<file path="config.mk">
export PLATFORM = sky130hd
export DESIGN_NAME = or_32_bitwise_flat
export DESIGN_NICKNAME = d
export VERILOG_FILES = /design/src/rtl/or_pkg.sv /design/src/rtl/or_32_bitwise_if.sv /design/src/rtl/or_flag_gen.sv /design/src/rtl/or_32_bitwise.sv /design/src/flat_wrapper.sv
export SDC_FILE = /design/constraint.sdc
export NUM_CORES = 1
export LEC_CHECK = 0
export ABC_CLOCK_PERIOD_IN_PS = 3400
export CAP_MARGIN = 20
export CORE_AREA = 8 8 81 83
export CTS_CLUSTER_SIZE = 8
export DETAILED_ROUTE_END_ITERATION = 16
export DIE_AREA = 0 0 89 91
export GPL_TIMING_DRIVEN = 0
export PLACE_DENSITY = 0.74
export SETUP_SLACK_MARGIN = 0.1
export SLEW_MARGIN = 20
export SYNTH_ARGS = -nofsm -noshare
export SYNTH_HDL_FRONTEND = slang
export SYNTH_HIERARCHICAL = 1
export SYNTH_SLANG_ARGS = --single-unit
</file>
<file path="constraint.sdc">
create_clock -name clk -period 3.4 [get_ports clk]
set_clock_uncertainty 0.2 [all_clocks]
set_input_delay 0.68 -clock clk [delete_from_list [all_inputs] [get_ports clk]]
set_output_delay 0.68 -clock clk [all_outputs]
set_load 0.01 [all_outputs]
</file>
<file path="src/rtl/or_pkg.sv">
// ============================================================================
// Module : or_pkg
// Brief  : Shared width, all-ones constant and word type for the OR slice.
// Rev    : 1.0 - initial release
// ============================================================================
`default_nettype none

package or_pkg;

  localparam int OR_WIDTH = 32;

  localparam logic [OR_WIDTH-1:0] ALL_ONES = {OR_WIDTH{1'b1}};

  typedef logic [OR_WIDTH-1:0] word_t;

endpackage

`default_nettype wire

</file>
<file path="src/rtl/or_32_bitwise_if.sv">
// ============================================================================
// Module : or_32_bitwise_if
// Brief  : Operand/result valid-ready bundle for the OR functional slice.
// Rev    : 1.0 - initial release
// ============================================================================
`default_nettype none

interface or_32_bitwise_if
  import or_pkg::*;
#(
  parameter int WIDTH = OR_WIDTH
);

  logic [WIDTH-1:0] a;
  logic [WIDTH-1:0] b;
  logic             in_valid;
  logic             in_ready;
  logic [WIDTH-1:0] o;
  logic             out_valid;
  logic             out_ready;
  logic             zero;
  logic             ones;

  // Producer/consumer side that feeds operands and drains results
  modport master (
    output a,
    output b,
    output in_valid,
    input  in_ready,
    input  o,
    input  out_valid,
    output out_ready,
    input  zero,
    input  ones
  );

  modport slave (
    input  a,
    input  b,
    input  in_valid,
    output in_ready,
    output o,
    output out_valid,
    input  out_ready,
    output zero,
    output ones
  );

endinterface

`default_nettype wire

</file>
<file path="src/rtl/or_flag_gen.sv">
// ============================================================================
// Module : or_flag_gen
// Brief  : Combinational zero / all-ones detector for a WIDTH-bit value.
// Rev    : 1.0 - initial release
// ============================================================================
`default_nettype none

module or_flag_gen
  import or_pkg::*;
#(
  parameter int WIDTH = OR_WIDTH
) (
  input  logic [WIDTH-1:0] value,
  output logic             zero,
  output logic             ones
);

  assign zero = ~|value;
  assign ones = &value;

endmodule

`default_nettype wire

</file>
<file path="src/rtl/or_32_bitwise.sv">
// ============================================================================
// Module : or_32_bitwise
// Brief  : Registered WIDTH-bit bitwise OR with valid/ready on both sides and
//          zero / all-ones result flags. Optional macro OR_COMB_OUT_EN adds an
//          unregistered comb_o = a | b output port.
// Rev    : 1.0 - initial release
// ============================================================================
`default_nettype none

module or_32_bitwise
  import or_pkg::*;
#(
  parameter int WIDTH = OR_WIDTH
) (
  input  logic               clk,
  input  logic               rst_n,
  or_32_bitwise_if.slave     bus
`ifdef OR_COMB_OUT_EN
  ,
  output logic [WIDTH-1:0]   comb_o
`endif
);

  logic [WIDTH-1:0] w_or;
  logic             w_zero;
  logic             w_ones;
  logic             w_in_ready;
  logic             w_accept;

  logic [WIDTH-1:0] r_o;
  logic             r_zero;
  logic             r_ones;
  logic             r_out_valid;

  assign w_or = bus.a | bus.b;

  or_flag_gen #(
    .WIDTH (WIDTH)
  ) u_flag_gen (
    .value (w_or),
    .zero  (w_zero),
    .ones  (w_ones)
  );

  // Single-entry output stage: free when empty or being drained this cycle
  assign w_in_ready = !r_out_valid || bus.out_ready;
  assign w_accept   = bus.in_valid && w_in_ready;

  always_ff @(posedge clk or negedge rst_n) begin
    if (!rst_n) begin
      r_o         <= '0;
      r_zero      <= 1'b0;
      r_ones      <= 1'b0;
      r_out_valid <= 1'b0;
    end else begin
      if (w_accept) begin
        r_o         <= w_or;
        r_zero      <= w_zero;
        r_ones      <= w_ones;
        r_out_valid <= 1'b1;
      end else if (bus.out_ready) begin
        // Drained with nothing new: data and flags keep their last values
        r_out_valid <= 1'b0;
      end
    end
  end

  assign bus.in_ready  = w_in_ready;
  assign bus.o         = r_o;
  assign bus.zero      = r_zero;
  assign bus.ones      = r_ones;
  assign bus.out_valid = r_out_valid;

`ifdef OR_COMB_OUT_EN
  assign comb_o = w_or;
`endif

endmodule

`default_nettype wire

</file>
<file path="src/flat_wrapper.sv">
// flat-port wrapper written by rule: the top's interface ports become plain ports
module or_32_bitwise_flat import or_pkg::*;
#(
  parameter int WIDTH = OR_WIDTH
)
  (clk, rst_n, bus_a, bus_b, bus_in_valid, bus_in_ready, bus_o, bus_out_valid, bus_out_ready, bus_zero, bus_ones);
  or_32_bitwise_if #(.WIDTH(WIDTH)) bus_i ();
  input  logic clk;
  input  logic rst_n;
  input wire logic [$bits(bus_i.a)-1:0] bus_a;
  input wire logic [$bits(bus_i.b)-1:0] bus_b;
  input wire logic [$bits(bus_i.in_valid)-1:0] bus_in_valid;
  output wire logic [$bits(bus_i.in_ready)-1:0] bus_in_ready;
  output wire logic [$bits(bus_i.o)-1:0] bus_o;
  output wire logic [$bits(bus_i.out_valid)-1:0] bus_out_valid;
  input wire logic [$bits(bus_i.out_ready)-1:0] bus_out_ready;
  output wire logic [$bits(bus_i.zero)-1:0] bus_zero;
  output wire logic [$bits(bus_i.ones)-1:0] bus_ones;
  assign bus_i.a = bus_a;
  assign bus_i.b = bus_b;
  assign bus_i.in_valid = bus_in_valid;
  assign bus_in_ready = bus_i.in_ready;
  assign bus_o = bus_i.o;
  assign bus_out_valid = bus_i.out_valid;
  assign bus_i.out_ready = bus_out_ready;
  assign bus_zero = bus_i.zero;
  assign bus_ones = bus_i.ones;
  or_32_bitwise #(.WIDTH(WIDTH)) u_core (.clk(clk), .rst_n(rst_n), .bus(bus_i));
endmodule
</file>
* After elaboration in Yosys (flattened, before gate mapping) *
Cells that the tools add are included.

word-level totals
  bits in latches = 0
  bits in registers = 35
  memory bits (writable) = 0
  word-level logic and storage cells = 14
  input bits = 68
  memories = 0
  output and inout port bits = 36
  ROM bits = 0

operators by class
  magnitude comparators = 0
  mux-type cells = 2
  $add $sub $neg = 0
  reductions and logical operators = 7
  bitwise operators = 1
  div/mod/pow operators = 0
  shift-type cells = 0
  equality and inequality tests = 0
  multipliers = 0

operator list
  kind                  count
  32-bit OR             1
  32-bit AND reduction  1
  32-bit OR reduction   1
  1-bit zero test       2
  1-bit two-way mux     2
  2-bit nonzero test    1
  1-bit logical AND     1
  1-bit logical OR      1

* Longest topological paths before layout *
Gate-level depths: netlist of run 1.

  depth after elaboration = 4
  depth in mapped cells = 5
  depth with buffers taken out = 5

* Cells and area by module *
Netlist of run 1, hierarchy kept.

by module, submodules not included
  module         times used  seq. area each (sq um)  area each (sq um)  cells an instance
  or_32_bitwise  1           875.8                   1,664.1            107
  or_flag_gen    1           0.0                     135.1              22

* Least setup slack after synthesis of run 1 *
No wires, ideal clock.

  kind = input-to-reg
  from = in bus_b[24]
  to = reg u_core.r_ones (netlist: u_core/bus.ones)
  path buffers = 0
  cell stages on the path = 5
  arrival time = 1,593 ps
  slack = 1,542 ps
  data required time = 3,136 ps
  library setup time = 64 ps
  path through = or2_2 nand4_1 or4_1 nor2_1 mux2_2

on the way
  longest elaborated chain between the ends = 2

RTL lines
  item                     line                 RTL
  start, declared          flat_wrapper.sv:11   input wire logic [$bits(bus_i.b)-1:0] bus_b;
  32-bit OR                or_32_bitwise.sv:35  assign w_or = bus.a | bus.b;
  32-bit AND reduction     or_flag_gen.sv:19    assign ones = &value;
  named net u_core.w_ones  or_32_bitwise.sv:26  logic w_ones;
  end signal, assigned     or_32_bitwise.sv:59  r_ones <= w_ones;
  end, declared            or_32_bitwise.sv:32  logic r_ones;

The timed path passes the listed nets, and every way through them passes these cells.
A chain may end at the register's enable or synchronous reset.

* Worst setup path after layout of run 1 *
  from = in bus_out_ready
  to = out bus_in_ready

on the way
  longest elaborated chain between the ends = 1

RTL lines
  item              line                 RTL
  start, declared   flat_wrapper.sv:16   input wire logic [$bits(bus_i.out_ready)-1:0] bus_out_ready;
  1-bit logical OR  or_32_bitwise.sv:46  assign w_in_ready = !r_out_valid || bus.out_ready;
  end, declared     flat_wrapper.sv:13   output wire logic [$bits(bus_i.in_ready)-1:0] bus_in_ready;

No other way between the ends.

==> flow_summary.ini, run 1 <==
[critical_path]
crit_cells = 3
cp_top_family = buffers and inverters
critPathBufInv = 2
slowest_stage = clkdlybuf4s50_1
critPathKind = input pin to output pin
critPathMaxFanout = 3
crit_path_end_kind = output pin
crit_arrival_ns = 1.80
regToRegSetupSlack_ns = 1.97
crit_required_ns = 2.52
reg2reg_depth = 4
r2r-start = u_core/bus.out_valid
crit_top_cell = clkdlybuf4s50_1
timing.rr.end = u_core/bus.o[0]
cp-start-kind = input pin
cp_slowest_stage_delay_ns = 0.54
crit_chain = clkdlybuf4s50_1 > nand2b_4 > clkdlybuf4s50_1

[min_path]
hp-class = input pin to async pin

[final_layout]
drive_gt1_share_pct = 32.78
stdcell_count = 313
layout.area.seq_um2 = 875.8
multi_input_area_um2 = 863.3
final.fill_count = 486
area_growth_pct = 68.08
final_common_cell = clkdlybuf4s50_1
final_cell_mix = 102 x clkdlybuf4s50_1, 35 x dfrtp_1, 32 x or2_2
num-nets-final = 308
n_antenna_cell = 0

[floorplan]
rows = 27
core_um2 = 5338
dieArea_um2 = 8099
ioPinCount = 104
die_x_um = 89
initial_core_util_pct = 33.71
die_h_um = 91

[global_route]
grt_max_degree = 19
met3_usage_pct = 4.505
grt_use_met1_pct = 14.85
grt_pass1_wl_um = 7969
antenna_found_initial = 0
grt.busiest_layer = met2
grt-ovfl-total = 0
met2_usage_pct = 21.52
grt_usage_pct = 12.61
grt_pass1_vias = 1552

[route]
vias = 1408
antenna_left = 0
drcViolationCount = 0
routed_wl_um = 4957
dr.pass1.iters = 4
via_per_inst = 4.498
drt_iter0_drc = 13
routedWlPerCell_um = 15.84

[cts]
cts_buffers = 5
cts_hold_buffers = 0
cts_root_buffer = clkbuf_8
post_cts_resized = 0
cts.clk_slew.worst_paths_ns = 0.06
clk_latency_ns = 0.27
cts_tree = yes
clkSinkCount = 35
post_cts_buffers = 0
clockBufferDepth = 2
h-tree-depth = 2

[flow_run]
cap_violations = 0

[sta]
tightestPinTransition_ns = 0.4546
final_hold_viol_count = 0
fin_crit_sh_pct = 78.93
slew_headroom_pct = 69.69
layout_min_cycle_time_ns = 2.684
rsz0062_at_grt = false
max_freq_ghz = 0.3726
fin_ws_ns = 0.7165
finalSetupViolCount = 0
drv_slew = 0
finalSetupTns_ns = 0
whs_ns = 0.1519

[yosys]
synth_area_um2 = 1799
synth_seq_cells = 35
synth_warnings = 6
syn_area_per_cell_um2 = 13.95
syn_inst = 129
ys_seq_area_share_pct = 48.68
syn_nets = 197
synth_cell_type_count = 12

[place]
port_buffers = 103
dp_hpwl_um = 4234
dp.cells = 305
gpl.final_weighted_congestion = 0.7271
dpl_worst_slack_ns = 0.7161

[power_and_ir_drop]
p_leak_nw = 1.253
p_per_area_nw_per_um2 = 374.5
ir_drop_uv = 184.2

[status]
status = complete, no violations
-- synthesized netlist by cell type, drive strengths merged --
master / instances / share of area (%)
or2b: 1 / 0.42
or4: 2 / 0.83
or2: 32 / 11
nand2b: 1 / 0.76
mux2: 34 / 28
buf: 3 / 3.3
nor4: 8 / 2.8
nand4: 10 / 3.5
dfrtp: 35 / 49
nor2: 2 / 0.42
nand2: 1 / 0.63
-- per-layer routing --
layer / wire (µm) / share of wire, %
met1: 2010 / 41
met5: 0 / 0
met4: 19 / 0.38
met2: 2518 / 51
met3: 409 / 8.3
-- power breakdown --
group,switching (mW),internal (mW)
clock,0.130,0.144
sequential,0.0275,0.467
combinational,0.115,0.249
total,0.273,0.860
-- layout make-up --
cell class	instances	area share, %
Clock buffer	7	2.524
Buffer	3	1.986
Sequential cell	35	28.96
Tap cell	72	2.979
Clock inverter	1	0.1655
Multi-Input combinational cell	91	28.55
Timing Repair Buffer	104	34.84
-- logic make-up (layout without fill, tap and decap cells) --
kind of cell | count (synthesis) | in the layout | synth area share [%]
buffers and inverters | 3 | 115 | 3.338
flip-flops | 35 | 35 | 48.68
multiplexers | 34 | 34 | 27.54
AND/OR/NAND/NOR | 57 | 57 | 20.44
-- worst max path at each step --
| stage | start | end | slack, ns |
|---|---|---|---|
| after CTS | bus_out_ready | bus_in_ready | 0.71 |
| after detailed placement | bus_out_ready | bus_in_ready | 0.72 |
| after global placement | rst_n | u_core/bus.o[2] | 0.67 |
| final | bus_out_ready | bus_in_ready | 0.72 |
| after floorplan | bus_b[24] | u_core/bus.ones | 1.54 |
| after global routing | bus_out_ready | bus_in_ready | 0.68 |
-- registers in the layout, indices dropped and copies added, names as in the netlist --
register / flops
u_core/bus.ones: 1
u_core/bus.out_valid: 1
u_core/bus.zero: 1
u_core/bus.o: 32
-- worst reg2reg max path, delay by kind of cell (launching register included) --
family        cells  cell delay (ns)
simple gates      2             0.24
buf+inv           1             0.18
flops             1             0.40
mux               1             0.31
-- metrics by stage --
| step | cell area [µm²] | utilization, % | power (mW) |
|---|---|---|---|
| CTS | 3024 | 56.66 | 1.155 |
| detailed placement | 2943 | 55.13 | 0.8713 |
| floorplan | 1799 | - | 0.6554 |
| global route | 3024 | 56.66 | 1.201 |
| finish | 3024 | 56.66 | 1.133 |
| global placement | 2920 | 54.71 | 0.8618 |
Note: power is estimated with default switching activity, not from simulation.
==> run 2: changes to the inputs <==
--- a/config.mk
+++ b/config.mk
@@ -5,7 +5,7 @@
 export SDC_FILE = /design/constraint.sdc
 export NUM_CORES = 1
 export LEC_CHECK = 0
-export ABC_CLOCK_PERIOD_IN_PS = 3400
+export ABC_CLOCK_PERIOD_IN_PS = 2820
 export CAP_MARGIN = 20
 export CORE_AREA = 8 8 81 83
 export CTS_CLUSTER_SIZE = 8
==> constraint.sdc (replaced) <==
create_clock -name clk -period 2.82 [get_ports clk]
set_clock_uncertainty 0.2 [all_clocks]
set_input_delay 0.564 -clock clk [delete_from_list [all_inputs] [get_ports clk]]
set_output_delay 0.564 -clock clk [all_outputs]
set_load 0.01 [all_outputs]
==> results of run 2 <==
Same layout as run 1 (identical final DEF). Status: complete, no violations.
Main changes from that run: setup slack after placement 0.7161 ns -> 0.3681 ns; setup slack after layout 0.7165 ns -> 0.3685 ns; hold slack 0.1519 ns -> 0.03585 ns; register-to-register setup slack 1.97 ns -> 1.39 ns; total power 1.133 mW -> 1.366 mW; worst IR drop on VDD 184.2 µV -> 222.0 µV
==> run 3: changes to the inputs <==
--- a/config.mk
+++ b/config.mk
@@ -5,14 +5,14 @@
 export SDC_FILE = /design/constraint.sdc
 export NUM_CORES = 1
 export LEC_CHECK = 0
-export ABC_CLOCK_PERIOD_IN_PS = 2820
+export ABC_AREA = 1
 export CAP_MARGIN = 20
-export CORE_AREA = 8 8 81 83
+export CORE_AREA = 8 8 85 87
 export CTS_CLUSTER_SIZE = 8
 export DETAILED_ROUTE_END_ITERATION = 16
-export DIE_AREA = 0 0 89 91
+export DIE_AREA = 0 0 93 95
 export GPL_TIMING_DRIVEN = 0
-export PLACE_DENSITY = 0.74
+export PLACE_DENSITY = 0.71
 export SETUP_SLACK_MARGIN = 0.1
 export SLEW_MARGIN = 20
 export SYNTH_ARGS = -nofsm -noshare
==> run 3 against run 2 <==
Against the previous run:
- core utilization fell by 0.44 points
- total power grew 13%
- combinational power increased by 6.8%
- highest routed layer unchanged
==> flow_summary.ini, run 3 <==
[floorplan]
die_h_um = 95
rows = 28
ioPinCount = 104
dieArea_um2 = 8835
core_um2 = 5816
die_x_um = 93
initial_core_util_pct = 34.62

[yosys]
synth_cell_type_count = 10
syn_area_per_cell_um2 = 6.515
synth_warnings = 6
syn_nets = 377
yosys.area.top_type = dfrtp_1
yosysTopAreaCellShare_pct = 43.51
syn_inst = 309
synth_flop_cell = dfrtp_1
synth_commonest_cells = 125 x nand2_1, 73 x inv_1, 35 x dfrtp_1, 34 x nand3_1, 26 x nor2_1
synth-async-reset-ratio_pct = 100.0
synth_area_leaders = dfrtp_1 44%, nand2_1 23%, inv_1 14%
post-synth-top-count-cell = nand2_1
synth_area_um2 = 2013
synth_seq_cells = 35
synth-edff-count = 0
ys_seq_area_share_pct = 43.51

[final_layout]
fin_util_pct = 56.22
n_antenna_cell = 0
largest_register_ffs = 32
final_cell_mix = 125 x nand2_1, 100 x clkdlybuf4s50_1, 73 x inv_1
area_growth_pct = 62.40
num-nets-final = 488
final_common_cell = nand2_1
drive_gt1_share_pct = 5.226

[critical_path]
slowest_stage = clkdlybuf4s50_1
critPathMaxFanout = 10
cp_slowest_stage_delay_ns = 0.45
crit_required_ns = 2.06
cp-start-kind = input pin
crit_arrival_ns = 1.69
critPathKind = input pin to output pin
crit_chain = clkdlybuf4s50_1 > inv_1 > nand2_4 > buf_4 > dlygate4sd2_1
crit_path_end_kind = output pin

[sta]
whs_ns = 0.2700
finalSetupTns_ns = 0
max_freq_ghz = 0.4081
final_hold_viol_count = 0
slew_headroom_pct = 87.65
fin_crit_sh_pct = 86.90
drv_slew = 0
rsz0062_at_grt = false
finalSetupViolCount = 0
tightestPinTransition_ns = 0.1852
layout_min_cycle_time_ns = 2.450
fin_ws_ns = 0.3695

[cts]
clkSinkCount = 35
cts_tree = yes
cts_root_buffer = clkbuf_8
h-tree-depth = 2
post_cts_buffers = 0
clk_latency_ns = 0.27
cts_buffers = 5
cts.clk_slew.worst_paths_ns = 0.07
clockBufferDepth = 2

[global_route]
grt_pass1_wl_um = 9425
antenna_found_initial = 0
grt-ovfl-total = 0
grt_usage_pct = 13.27
grt_pass1_vias = 2051
grt_max_degree = 32

[place]
dp_hpwl_um = 4835
port_buffers = 102
dpl_worst_slack_ns = 0.08619
gpl.final_weighted_congestion = 0.7364

[power_and_ir_drop]
ir_drop_uv = 241.2
p_leak_nw = 1.790
p_per_area_nw_per_um2 = 471.0
total_power_mw = 1.540

[route]
routed_wl_um = 5834
via_per_inst = 4.196
vias = 2081
antenna_left = 0
drt_iter0_drc = 65
drcViolationCount = 0
routedWlPerCell_um = 11.76
dr.pass1.iters = 4

[status]
status = complete, no violations

[flow_run]
cap_violations = 0

[min_path]
hp-class = register to register
==> run 3: final timing paths <==
check                                          start          endpoint  slack (ns)  depth (start not counted)
worst max-delay path                   bus_out_ready      bus_in_ready        0.37                          5
worst min-delay path                u_core/bus.o[12]  u_core/bus.o[12]        0.27                          2
worst max register to register  u_core/bus.out_valid  u_core/bus.o[13]        1.56                          5
worst min register to register      u_core/bus.o[12]  u_core/bus.o[12]        0.27                          2
max in group asynchronous                      rst_n   u_core/bus.o[9]        1.59                          3
min in group asynchronous                      rst_n   u_core/bus.o[1]        0.44                          2
==> run 3: metal layers <==
| metal | vias up | track usage, % | wire length (µm) |
|---|---|---|---|
| met1 | 903 | 14.47 | 2407 |
| met2 | 62 | 23.73 | 2949 |
| li1 | 1112 | - | - |
| met5 | - | 0 | 0 |
| met4 | 0 | 4.430 | 62 |
| met3 | 4 | 4.365 | 415 |
==> run 3: cells by family after synthesis <==
logic type,after synthesis,share of synthesized area (%)
buf+inv,83,17.53
simple gates,191,38.97
flops,35,43.51
==> run 3: final cells by class <==
cell class,instances,area [µm²]
fill,571,2546
timing repair buffer,104,1045
clock inverter,2,35.03
tap,75,93.84
inverter,73,274.0
multi-input combinational,191,784.5
clock buffer,6,82.58
sequential,35,875.8
buffer,10,78.83
==> run 3: stage by stage <==
step                      std cells  area, µm²
final                           496       3269
after floorplan                 309       2013
after global placement          486       3128
after global routing            496       3269
after CTS                       496       3269
after detailed placement        487       3143
==> run 3: worst max-delay path: cells and delay by family <==
| kind | cells | cell delay (ns) |
|---|---|---|
| buf+inv | 4 | 0.98 |
| simple gates | 1 | 0.13 |
==> run 3: repair_timing <==
action | CTS | global route
endpoints found under the setup margin | 1 | 0
gates resized for setup | 1 | 0
hold endpoints to repair | 4 | 0
hold buffers | 1 | 0
==> run 3: where the power goes <==
| group | switching [mW] | internal, mW |
|---|---|---|
| Combinational | 0.203 | 0.266 |
| Sequential | 0.0374 | 0.571 |
| Clock | 0.176 | 0.286 |
